File: src/rtl/icache_axi_rd_bridge.sv
// ICache refill bridge: one cache-line request becomes one AXI4 read burst, and the beats are reassembled into a single line return.
// Optional build macro ICACHE_BRIDGE_CRITICAL_WORD_FIRST_EN selects a WRAP burst that starts at the requested word.
module icache_axi_rd_bridge #(
  parameter logic [3:0] AXI_ID = 4'd0,
  parameter int         BEATS  = 4,
  parameter int         LINE_W = BEATS * 32
) (
  input  logic              clk,
  input  logic              rst,
  input  logic              rd_req,
  input  logic [31:0]       rd_addr,
  output logic              rd_rdy,
  output logic              ret_valid,
  output logic              ret_last,
  output logic [LINE_W-1:0] ret_data,
  output logic              bus_err,
  output logic [3:0]        arid,
  output logic [31:0]       araddr,
  output logic [7:0]        arlen,
  output logic [2:0]        arsize,
  output logic [1:0]        arburst,
  output logic              arvalid,
  input  logic              arready,
  input  logic [31:0]       rdata,
  input  logic [1:0]        rresp,
  input  logic              rlast,
  input  logic              rvalid,
  output logic              rready
);

  localparam int CNT_W = (BEATS > 1) ? $clog2(BEATS) : 1;
  localparam int OFF_W = CNT_W + 2;

  typedef enum logic [1:0] {
    IDLE = 2'd0,
    AR   = 2'd1,
    R    = 2'd2,
    DONE = 2'd3
  } state_e;

  state_e            state_q, state_d;
  logic [31:0]       araddr_q, araddr_d;
  logic [LINE_W-1:0] line_q, line_d;
  logic [CNT_W-1:0]  cnt_q, cnt_d;
  logic              bus_err_q, bus_err_d;

  logic [31:0]       start_addr_s;
  logic [CNT_W-1:0]  start_cnt_s;
  logic [1:0]        burst_s;

`ifdef ICACHE_BRIDGE_CRITICAL_WORD_FIRST_EN
  // Word-aligned WRAP start; the counter begins at the requested word so each beat lands in its line slot.
  assign start_addr_s = {rd_addr[31:2], 2'b00};
  assign start_cnt_s  = rd_addr[OFF_W-1:2];
  assign burst_s      = 2'b10;
  logic unused_addr_bits;
  assign unused_addr_bits = ^rd_addr[1:0];
`else
  assign start_addr_s = {rd_addr[31:OFF_W], {OFF_W{1'b0}}};
  assign start_cnt_s  = {CNT_W{1'b0}};
  assign burst_s      = 2'b01;
  logic unused_addr_bits;
  assign unused_addr_bits = ^rd_addr[OFF_W-1:0];
`endif

  // Next-state, address latch, beat assembly and sticky error logic.
  always_comb begin
    state_d   = state_q;
    araddr_d  = araddr_q;
    line_d    = line_q;
    cnt_d     = cnt_q;
    bus_err_d = bus_err_q;
    case (state_q)
      IDLE: begin
        if (rd_req) begin
          state_d  = AR;
          araddr_d = start_addr_s;
          line_d   = {LINE_W{1'b0}};
          cnt_d    = start_cnt_s;
        end else begin
          state_d  = IDLE;
        end
      end
      AR: begin
        if (arready) begin
          state_d = R;
        end else begin
          state_d = AR;
        end
      end
      R: begin
        if (rvalid) begin
          line_d[{cnt_q, 5'd0} +: 32] = rdata;
          cnt_d = cnt_q + CNT_W'(1);
          if (rresp != 2'b00) begin
            bus_err_d = 1'b1;
          end else begin
            bus_err_d = bus_err_q;
          end
          if (rlast) begin
            state_d = DONE;
          end else begin
            state_d = R;
          end
        end else begin
          state_d = R;
        end
      end
      DONE: begin
        state_d = IDLE;
      end
      default: begin
        state_d = IDLE;
      end
    endcase
  end

  // State and datapath registers with synchronous reset.
  always_ff @(posedge clk) begin
    if (rst) begin
      state_q   <= IDLE;
      araddr_q  <= 32'd0;
      line_q    <= {LINE_W{1'b0}};
      cnt_q     <= {CNT_W{1'b0}};
      bus_err_q <= 1'b0;
    end else begin
      state_q   <= state_d;
      araddr_q  <= araddr_d;
      line_q    <= line_d;
      cnt_q     <= cnt_d;
      bus_err_q <= bus_err_d;
    end
  end

  // Handshake strobes decode directly from the registered state.
  assign rd_rdy    = (state_q == IDLE);
  assign arvalid   = (state_q == AR);
  assign rready    = (state_q == R);
  assign ret_valid = (state_q == DONE);
  assign ret_last  = ret_valid;
  assign ret_data  = line_q;
  assign bus_err   = bus_err_q;

  assign arid    = AXI_ID;
  assign araddr  = araddr_q;
  assign arlen   = 8'(BEATS - 1);
  assign arsize  = 3'b010;
  assign arburst = burst_s;

endmodule

File: config.mk
export PLATFORM = sky130hd
export DESIGN_NAME = icache_axi_rd_bridge
export DESIGN_NICKNAME = d
export VERILOG_FILES = /design/src/rtl/icache_axi_rd_bridge.sv
export SDC_FILE = /design/constraint.sdc
export NUM_CORES = 1
export LEC_CHECK = 0
export BUFFER_PORTS_ARGS = -buffer_cell sky130_fd_sc_hd__buf_2
export CAP_MARGIN = 5
export CORE_MARGIN = 4
export CORE_UTILIZATION = 54
export CTS_CLUSTER_SIZE = 14
export DETAILED_ROUTE_END_ITERATION = 8
export GPL_TIMING_DRIVEN = 0
export PLACE_DENSITY = 0.86
export SLEW_MARGIN = 20
export SYNTH_ARGS = -nofsm -noshare
export SYNTH_HDL_FRONTEND = slang
export SYNTH_SLANG_ARGS = --single-unit
File: constraint.sdc
create_clock -name clk -period 5.8 [get_ports clk]
set_input_delay 1.74 -clock clk [delete_from_list [all_inputs] [get_ports clk]]
set_output_delay 1.74 -clock clk [all_outputs]
set_load 0.02 [all_outputs]
==> results of run 1 <==
==> synth_stat cells, drive strengths merged <==
library cell and count:
and4 1, clkbuf 38, nand2 56, o21ai 2, a21oi 35, buf 55
nand2b 100, inv 3, and2 1, and3b 2, a31o 32, a21o 1
or3b 1, mux2i 96, nor3b 3, nand3b 1, nor4bb 1, nor2 3
o41ai 1, ha 5, nand3 100, conb 2, a31oi 1, and4b 2
nor4b 32, dfxtp 161, nor2b 3
==> layout make-up <==
class / count / area (sq um) / share of cell area [%]
Tap cell: 172 / 215 / 2.35
Multi-Input combinational cell: 500 / 3370 / 36.8
Buffer: 93 / 509 / 5.57
Inverter: 3 / 11.3 / 0.123
Sequential cell: 161 / 3220 / 35.2
Clock buffer: 20 / 457 / 4.99
Timing Repair Buffer: 228 / 1140 / 12.5
Clock inverter: 12 / 226 / 2.48
==> kinds of logic after synthesis <==
logic type / count (synthesis) / synth area share, %
adders and majority gates: 5 / 0.889
and+or+nand+nor: 306 / 25.1
buffers and inverters: 96 / 7.40
other: 2 / 0.107
AOI/OAI and AO/OA: 72 / 7.09
DFF: 161 / 45.8
muxes: 96 / 13.7
==> placed cells by master, fill, tap and decap left out, types with 2 or more instances in the layout <==
master      instances
and3b_1             2
ha_1                5
conb_1             21
bufinv_16           6
a31o_1             30
clkinvlp_4          2
clkbuf_16          17
nand2_1            56
clkbuf_8            2
a31o_2              2
clkbuf_1           39
nand3_1           100
nor2_1              3
nor2b_1             3
nand2b_1          100
buf_4              22
a21oi_1            32
buf_6               6
o21ai_0             2
inv_6               2
mux2i_1            96
inv_1               3
buf_2             254
dfxtp_1           161
a21oi_2             3
and4b_1             2
nor4b_1            32
==> metal layers <==
layer | share of wire, % | vias to the layer above | global-route usage (%)
li1 | - | 3053 | -
met1 | 42 | 3047 | 35.0
met2 | 47 | 243 | 43.3
met3 | 7.3 | 49 | 6.78
met4 | 3.2 | 0 | 11.9
met5 | 0 | - | 0
==> critical path, delay by kind of cell (launching register included) <==
kind | cells | cell delay, ns
buf+inv | 4 | 0.79
flops | 1 | 0.30
simple gates | 1 | 0.22
==> power groups by stage <==
| stage | Combinational (mW) | Clock, mW | Sequential (mW) |
|---|---|---|---|
| after global routing | 0.318 | 1.34 | 1.13 |
| after CTS | 0.296 | 1.29 | 1.13 |
| after global placement | 0.293 | 0 | 1.16 |
| final | 0.298 | 1.29 | 1.13 |
| after floorplan | 0.174 | 0 | 1.18 |
| after detailed placement | 0.294 | 0 | 1.16 |
==> worst paths after layout <==
kind / from / to / depth (start not counted)
worst max-delay path: state_q[0] / ret_valid / 5
worst min-delay path: araddr[27] / araddr[27] / 2
worst max register to register: cnt_q[0] / ret_data[111] / 7
worst min register to register: araddr[27] / araddr[27] / 2
==> registers in the layout (all words and copies together) (netlist names) <==
register,flops
ret_data,128
bus_err,1
cnt_q,2
state_q,2
araddr,28
==> metrics by stage <==
stage                     total power, mW  instances  cell area, sq um
final                                2.72       1189              9150
after global routing                 2.79       1189              9150
after CTS                            2.72       1189              9150
after detailed placement             1.45       1157              8470
after global placement               1.45       1157              8470
after floorplan                      1.35        757              7110
==> flow_metrics.py, run 1 <==
metrics = {
    "finish": {
        "diodes": 0,
        "area_growth_pct": 30.0,
        "drive_above_1_share_pct": 31.6,
        "fin_nets": 1081,
        "utilization_pct": 72.2,
        "fillers": 1008,
    },
    "power_and_ir_drop": {
        "power_leakage_nw": 4.12,
        "seqPwrFrac_pct": 41.7,
        "p_int_mw": 2.07,
        "p_sw_mw": 0.653,
        "p_comb_share_pct": 11.0,
        "clkPwrFrac_pct": 47.4,
        "switching_share_pct": 24.0,
        "power.density_nw_per_um2": 297,
        "vdd_drop_max_mv": 0.180,
    },
    "global_routing": {
        "antenna_found_initial": 0,
        "grt_pass1_wl_mm": 31.3,
        "overflow": 0,
        "track_usage_pct": 27.1,
        "grt_max_degree": 17,
        "grt_pass1_vias": 6019,
    },
    "sta": {
        "finalHoldWorstSlack_ns": 0.455,
        "min_period_ns": 3.49,
        "setup_viol": 0,
        "max_clock_freq_ghz": 0.287,
        "worst_pin_slew_ns": 0.684,
        "hold_viol_final": 0,
        "fin_tns_setup_ns": 0,
        "finalMaxSlewViolations": 0,
        "finClkSkew_ns": 0.0112,
        "fin_ws_ns": 2.31,
        "fin_crit_sh_pct": 60.1,
        "rsz0062_at_grt": "no",
        "slew_headroom_pct": 54.3,
    },
    "worst_setup_path": {
        "crit_required_ns": 4.06,
        "crit_type": "reg -> out",
        "crit_path_frequent_cell": "buf_2",
        "worst_path_max_delay_cell": "buf_1",
        "cp-start-kind": "flop",
        "crit_arrival_ns": 1.75,
        "crit_path_end_kind": "primary output",
        "slowest_delay_ns": 0.36,
        "crit_path_cell_trace": "buf_2 > buf_1 > and2_1 > buf_4 > buf_2",
        "ff2ff_setup_slack_ns": 3.35,
        "crit_fanout": 10,
    },
    "clock_tree": {
        "cts_tree": "done",
        "root_buffer": "clkbuf_16",
        "insertion_delay_ns": 0.43,
        "ctsResizeCount": 0,
        "htree_levels": 4,
        "max-clock-path-buffers": 2,
        "clk_pin_slew_ns": 0.06,
        "postCtsSetupRepairBufs": 0,
        "cts_sinks": 161,
        "cts_hold_buf": 0,
        "numCtsBuffers": 17,
    },
    "synthesis": {
        "yosys_warnings": 0,
        "synth_cells": 738,
        "ys_seq_elements": 161,
        "synthTopCellsByArea": "dfxtp_1 46%, mux2i_1 14%, nand2b_1 8.9%",
        "synth_top_area_cell": "dfxtp_1",
        "synth_cell_types": 34,
        "avgSynthCellArea_sq_um": 9.54,
        "synth_top_area_share_pct": 45.8,
        "syn-cell-area_sq_um": 7040,
        "synth_seq_area_share_pct": 45.8,
    },
    "routing": {
        "avgViaCountPerCell": 5.38,
        "drt.antenna.violating_nets": 0,
        "drc": 0,
        "wire_per_inst_microns": 17.3,
        "drt_iter0_drc": 419,
        "firstDrtPassIters": 5,
        "num_vias": 6392,
        "wl_mm": 20.6,
    },
    "run": {
        "max_cap_violations": 0,
    },
    "placed_design": {
        "place_hpwl_mm": 15.0,
        "io_buffers": 228,
        "place.gp.congestion": 0.801,
        "pre_cts_ws_ns": 2.51,
    },
    "floorplan": {
        "start_util_pct": 55.5,
        "core_sq_um": 12700,
        "num_rows": 41,
        "floorplan.die.height_microns": 122,
        "die_area_sq_um": 14900,
        "num_io_pins": 255,
        "die_x_microns": 122,
    },
    "hold_path": {
        "hold_path.class": "reg -> reg",
    },
    "run_status": {
        "outcome": "finished clean",
    },
}
(Power assumes the default switching activity.)
==> inputs of run 2 (changes only) <==
--- a/config.mk
+++ b/config.mk
@@ -5,14 +5,15 @@
 export SDC_FILE = /design/constraint.sdc
 export NUM_CORES = 1
 export LEC_CHECK = 0
+export ABC_AREA = 1
 export BUFFER_PORTS_ARGS = -buffer_cell sky130_fd_sc_hd__buf_2
 export CAP_MARGIN = 5
 export CORE_MARGIN = 4
-export CORE_UTILIZATION = 54
+export CORE_UTILIZATION = 51
 export CTS_CLUSTER_SIZE = 14
 export DETAILED_ROUTE_END_ITERATION = 8
 export GPL_TIMING_DRIVEN = 0
-export PLACE_DENSITY = 0.86
+export PLACE_DENSITY = 0.81
 export SLEW_MARGIN = 20
 export SYNTH_ARGS = -nofsm -noshare
 export SYNTH_HDL_FRONTEND = slang
==> constraint.sdc (replaced) <==
create_clock -name clk -period 3.4 [get_ports clk]
set_input_delay 1.02 -clock clk [delete_from_list [all_inputs] [get_ports clk]]
set_output_delay 1.02 -clock clk [all_outputs]
set_load 0.02 [all_outputs]
==> flow_metrics.py, run 2 <==
metrics = {
    "worst_setup_path": {
        "cp-start-kind": "flop",
        "reg2reg_to": "ret_data[110]",
        "slowest_delay_ns": 0.37,
        "ff2ff_setup_slack_ns": 0.80,
        "crit_type": "reg -> out",
        "crit_fanout": 10,
        "ff2ff_path_depth": 10,
        "crit_path_frequent_cell": "buf_2",
        "crit_required_ns": 2.38,
        "worst_path_max_delay_cell": "dfxtp_1",
        "crit_arrival_ns": 1.80,
        "cpLargestDelayFamily": "buffers and inverters",
        "r2r_start": "cnt_q[0]",
        "crit_path_cell_trace": "inv_1 > nand2_2 > clkinv_1 > buf_2 > buf_2",
        "crit_path_end_kind": "primary output",
        "startpoint": "state_q[0]",
        "critPathBufInv": 4,
    },
    "power_and_ir_drop": {
        "clkPwrFrac_pct": 34.8,
        "switching_share_pct": 32.6,
        "p_int_mw": 3.59,
        "p_comb_share_pct": 24.4,
        "vdd_drop_max_mv": 0.375,
        "p_sw_mw": 1.74,
        "power.density_nw_per_um2": 552,
        "power_leakage_nw": 5.17,
        "total_power_mw": 5.33,
        "seqPwrFrac_pct": 40.8,
    },
    "sta": {
        "worst_pin_slew_ns": 0.617,
        "slew_headroom_pct": 58.9,
        "setup_viol": 0,
        "rsz0062_at_grt": "no",
        "fin_tns_setup_ns": 0,
        "finClkSkew_ns": 0.00809,
        "finalMaxSlewViolations": 0,
        "hold_viol_final": 0,
        "fin_crit_sh_pct": 82.8,
        "min_period_ns": 2.82,
        "max_clock_freq_ghz": 0.355,
    },
    "routing": {
        "num_vias": 8092,
        "drt_iter0_drc": 672,
        "wl_met3_mm": 2.20,
        "wl_met1_mm": 9.96,
        "wire_per_inst_microns": 13.7,
        "avgViaCountPerCell": 4.75,
        "highest_layer": "met5",
        "firstDrtPassIters": 5,
        "drt.antenna.violating_nets": 0,
        "wl_mm": 23.4,
        "drc": 0,
        "wl_met2_mm": 10.5,
    },
    "clock_tree": {
        "insertion_delay_ns": 0.43,
        "numCtsBuffers": 17,
        "max-clock-path-buffers": 2,
        "cts_sinks": 161,
        "cts_hold_buf": 0,
        "postCtsSetupRepairBufs": 0,
        "cts_tree": "done",
        "ctsResizeCount": 0,
        "root_buffer": "clkbuf_16",
        "htree_levels": 4,
        "clk_pin_slew_ns": 0.05,
    },
    "global_routing": {
        "grt_pass1_vias": 7047,
        "overflow": 0,
        "antenna_found_initial": 1,
        "grt_max_degree": 17,
        "track_usage_pct": 26.9,
        "grt_pass1_wl_mm": 35.6,
    },
    "synthesis": {
        "synth_seq_area_share_pct": 42.2,
        "synth_cell_types": 22,
        "synth_common_cells": "399 x nor2_1, 296 x nand2_1, 161 x dfxtp_1",
        "synth_edf_count": 0,
        "avgSynthCellArea_sq_um": 6.17,
        "syn-cell-area_sq_um": 7640,
        "synth_top_area_share_pct": 42.2,
        "synthTopCellsByArea": "dfxtp_1 42%, nor2_1 20%, nand2_1 15%",
        "async_flop_share_pct": 0,
        "synth_cells": 1239,
        "ys_seq_elements": 161,
        "yosys_warnings": 0,
        "yosysMostFrequentCell": "nor2_1",
        "ys.flop_type": "dfxtp_1",
        "synth_top_area_cell": "dfxtp_1",
    },
    "floorplan": {
        "core_sq_um": 14600,
        "num_io_pins": 255,
        "start_util_pct": 52.4,
        "die_x_microns": 130,
        "num_rows": 44,
        "die_area_sq_um": 17000,
        "floorplan.die.height_microns": 130,
    },
    "finish": {
        "diodes": 0,
        "largest_reg_flops": 128,
        "fillers": 1386,
        "final_cell_mix": "399 x nor2_1, 296 x nand2_1, 262 x buf_2",
        "drive_above_1_share_pct": 21.6,
        "multi_input_area_sq_um": 3490,
        "register_area_sq_um": 3220,
        "fin_nets": 1583,
        "area_growth_pct": 26.3,
        "layout_commonest_cell": "nor2_1",
        "final_cells": 1703,
    },
    "run_status": {
        "outcome": "finished clean",
    },
    "hold_path": {
        "holdPathEnd": "bus_err",
        "min_path_cells": 2,
        "hold_path.class": "reg -> reg",
        "hp-start": "bus_err",
    },
    "placed_design": {
        "place_hpwl_mm": 17.7,
        "dp.cells": 1671,
        "io_buffers": 229,
        "place.gp.congestion": 0.968,
    },
    "run": {
        "max_cap_violations": 0,
    },
}
-- run 2: worst max path at each step --
stage	to	slack, ns	cells past startpoint
floorplan	ret_data[76]	1.33	11
global placement	ret_data[66]	0.77	6
detailed placement	ret_data[66]	0.76	6
CTS	rready	0.60	5
global route	rready	0.54	5
finish	rready	0.58	5
-- run 2: kinds of logic after synthesis --
family / share of synthesized area, %
AOI/OAI and AO/OA: 3.29
DFF: 42.2
and+or+nand+nor: 40.6
adders and majority gates: 0.819
buffers and inverters: 13.1
other: 0.0983
-- run 2: cell type report --
| type | instances | share of cell area [%] |
|---|---|---|
| Timing Repair Buffer | 229 | 11.9 |
| Clock buffer | 21 | 4.67 |
| Clock inverter | 11 | 1.18 |
| Tap cell | 184 | 2.38 |
| Sequential cell | 161 | 33.4 |
| Buffer | 95 | 5.02 |
| Inverter | 137 | 5.33 |
| Multi-Input combinational cell | 865 | 36.2 |
-- run 2: metrics by stage --
stage          instance area [sq um]  worst slack (ns)  hold WS (ns)  utilization [%]
6_report                        9650             0.584         0.467             66.2
5_1_grt                         9650             0.541         0.490             66.2
4_1_cts                         9650             0.605         0.472             66.2
3_5_place_dp                    9090             0.762         0.464             62.3
3_3_place_gp                    9090             0.768         0.432             62.3
2_1_floorplan                   7710              1.33         0.520                -
-- run 2: power groups by stage --
stage	Clock, mW	Sequential (mW)	Combinational [mW]
floorplan	0	2.42	0.660
global placement	0	2.20	1.27
detailed placement	0	2.21	1.29
CTS	1.88	2.17	1.30
global route	1.95	2.19	1.46
finish	1.85	2.17	1.30
-- run 2: per-layer routing --
layer | GRT usage, % | vias to the layer above
li1 | - | 4175
met1 | 36.8 | 3536
met2 | 41.9 | 325
met3 | 5.69 | 54
met4 | 10.4 | 2
met5 | 0 | -
-- run 2: worst register-to-register path, stage by stage (launching register included) --
cell,delay (ns)
dfxtp_1,0.47
inv_2,0.14
clkbuf_1,0.28
ha_1,0.36
clkbuf_1,0.24
inv_1,0.18
nand3_1,0.29
buf_2,0.28
nor2_1,0.09
nor2_1,0.11
nor2_1,0.06
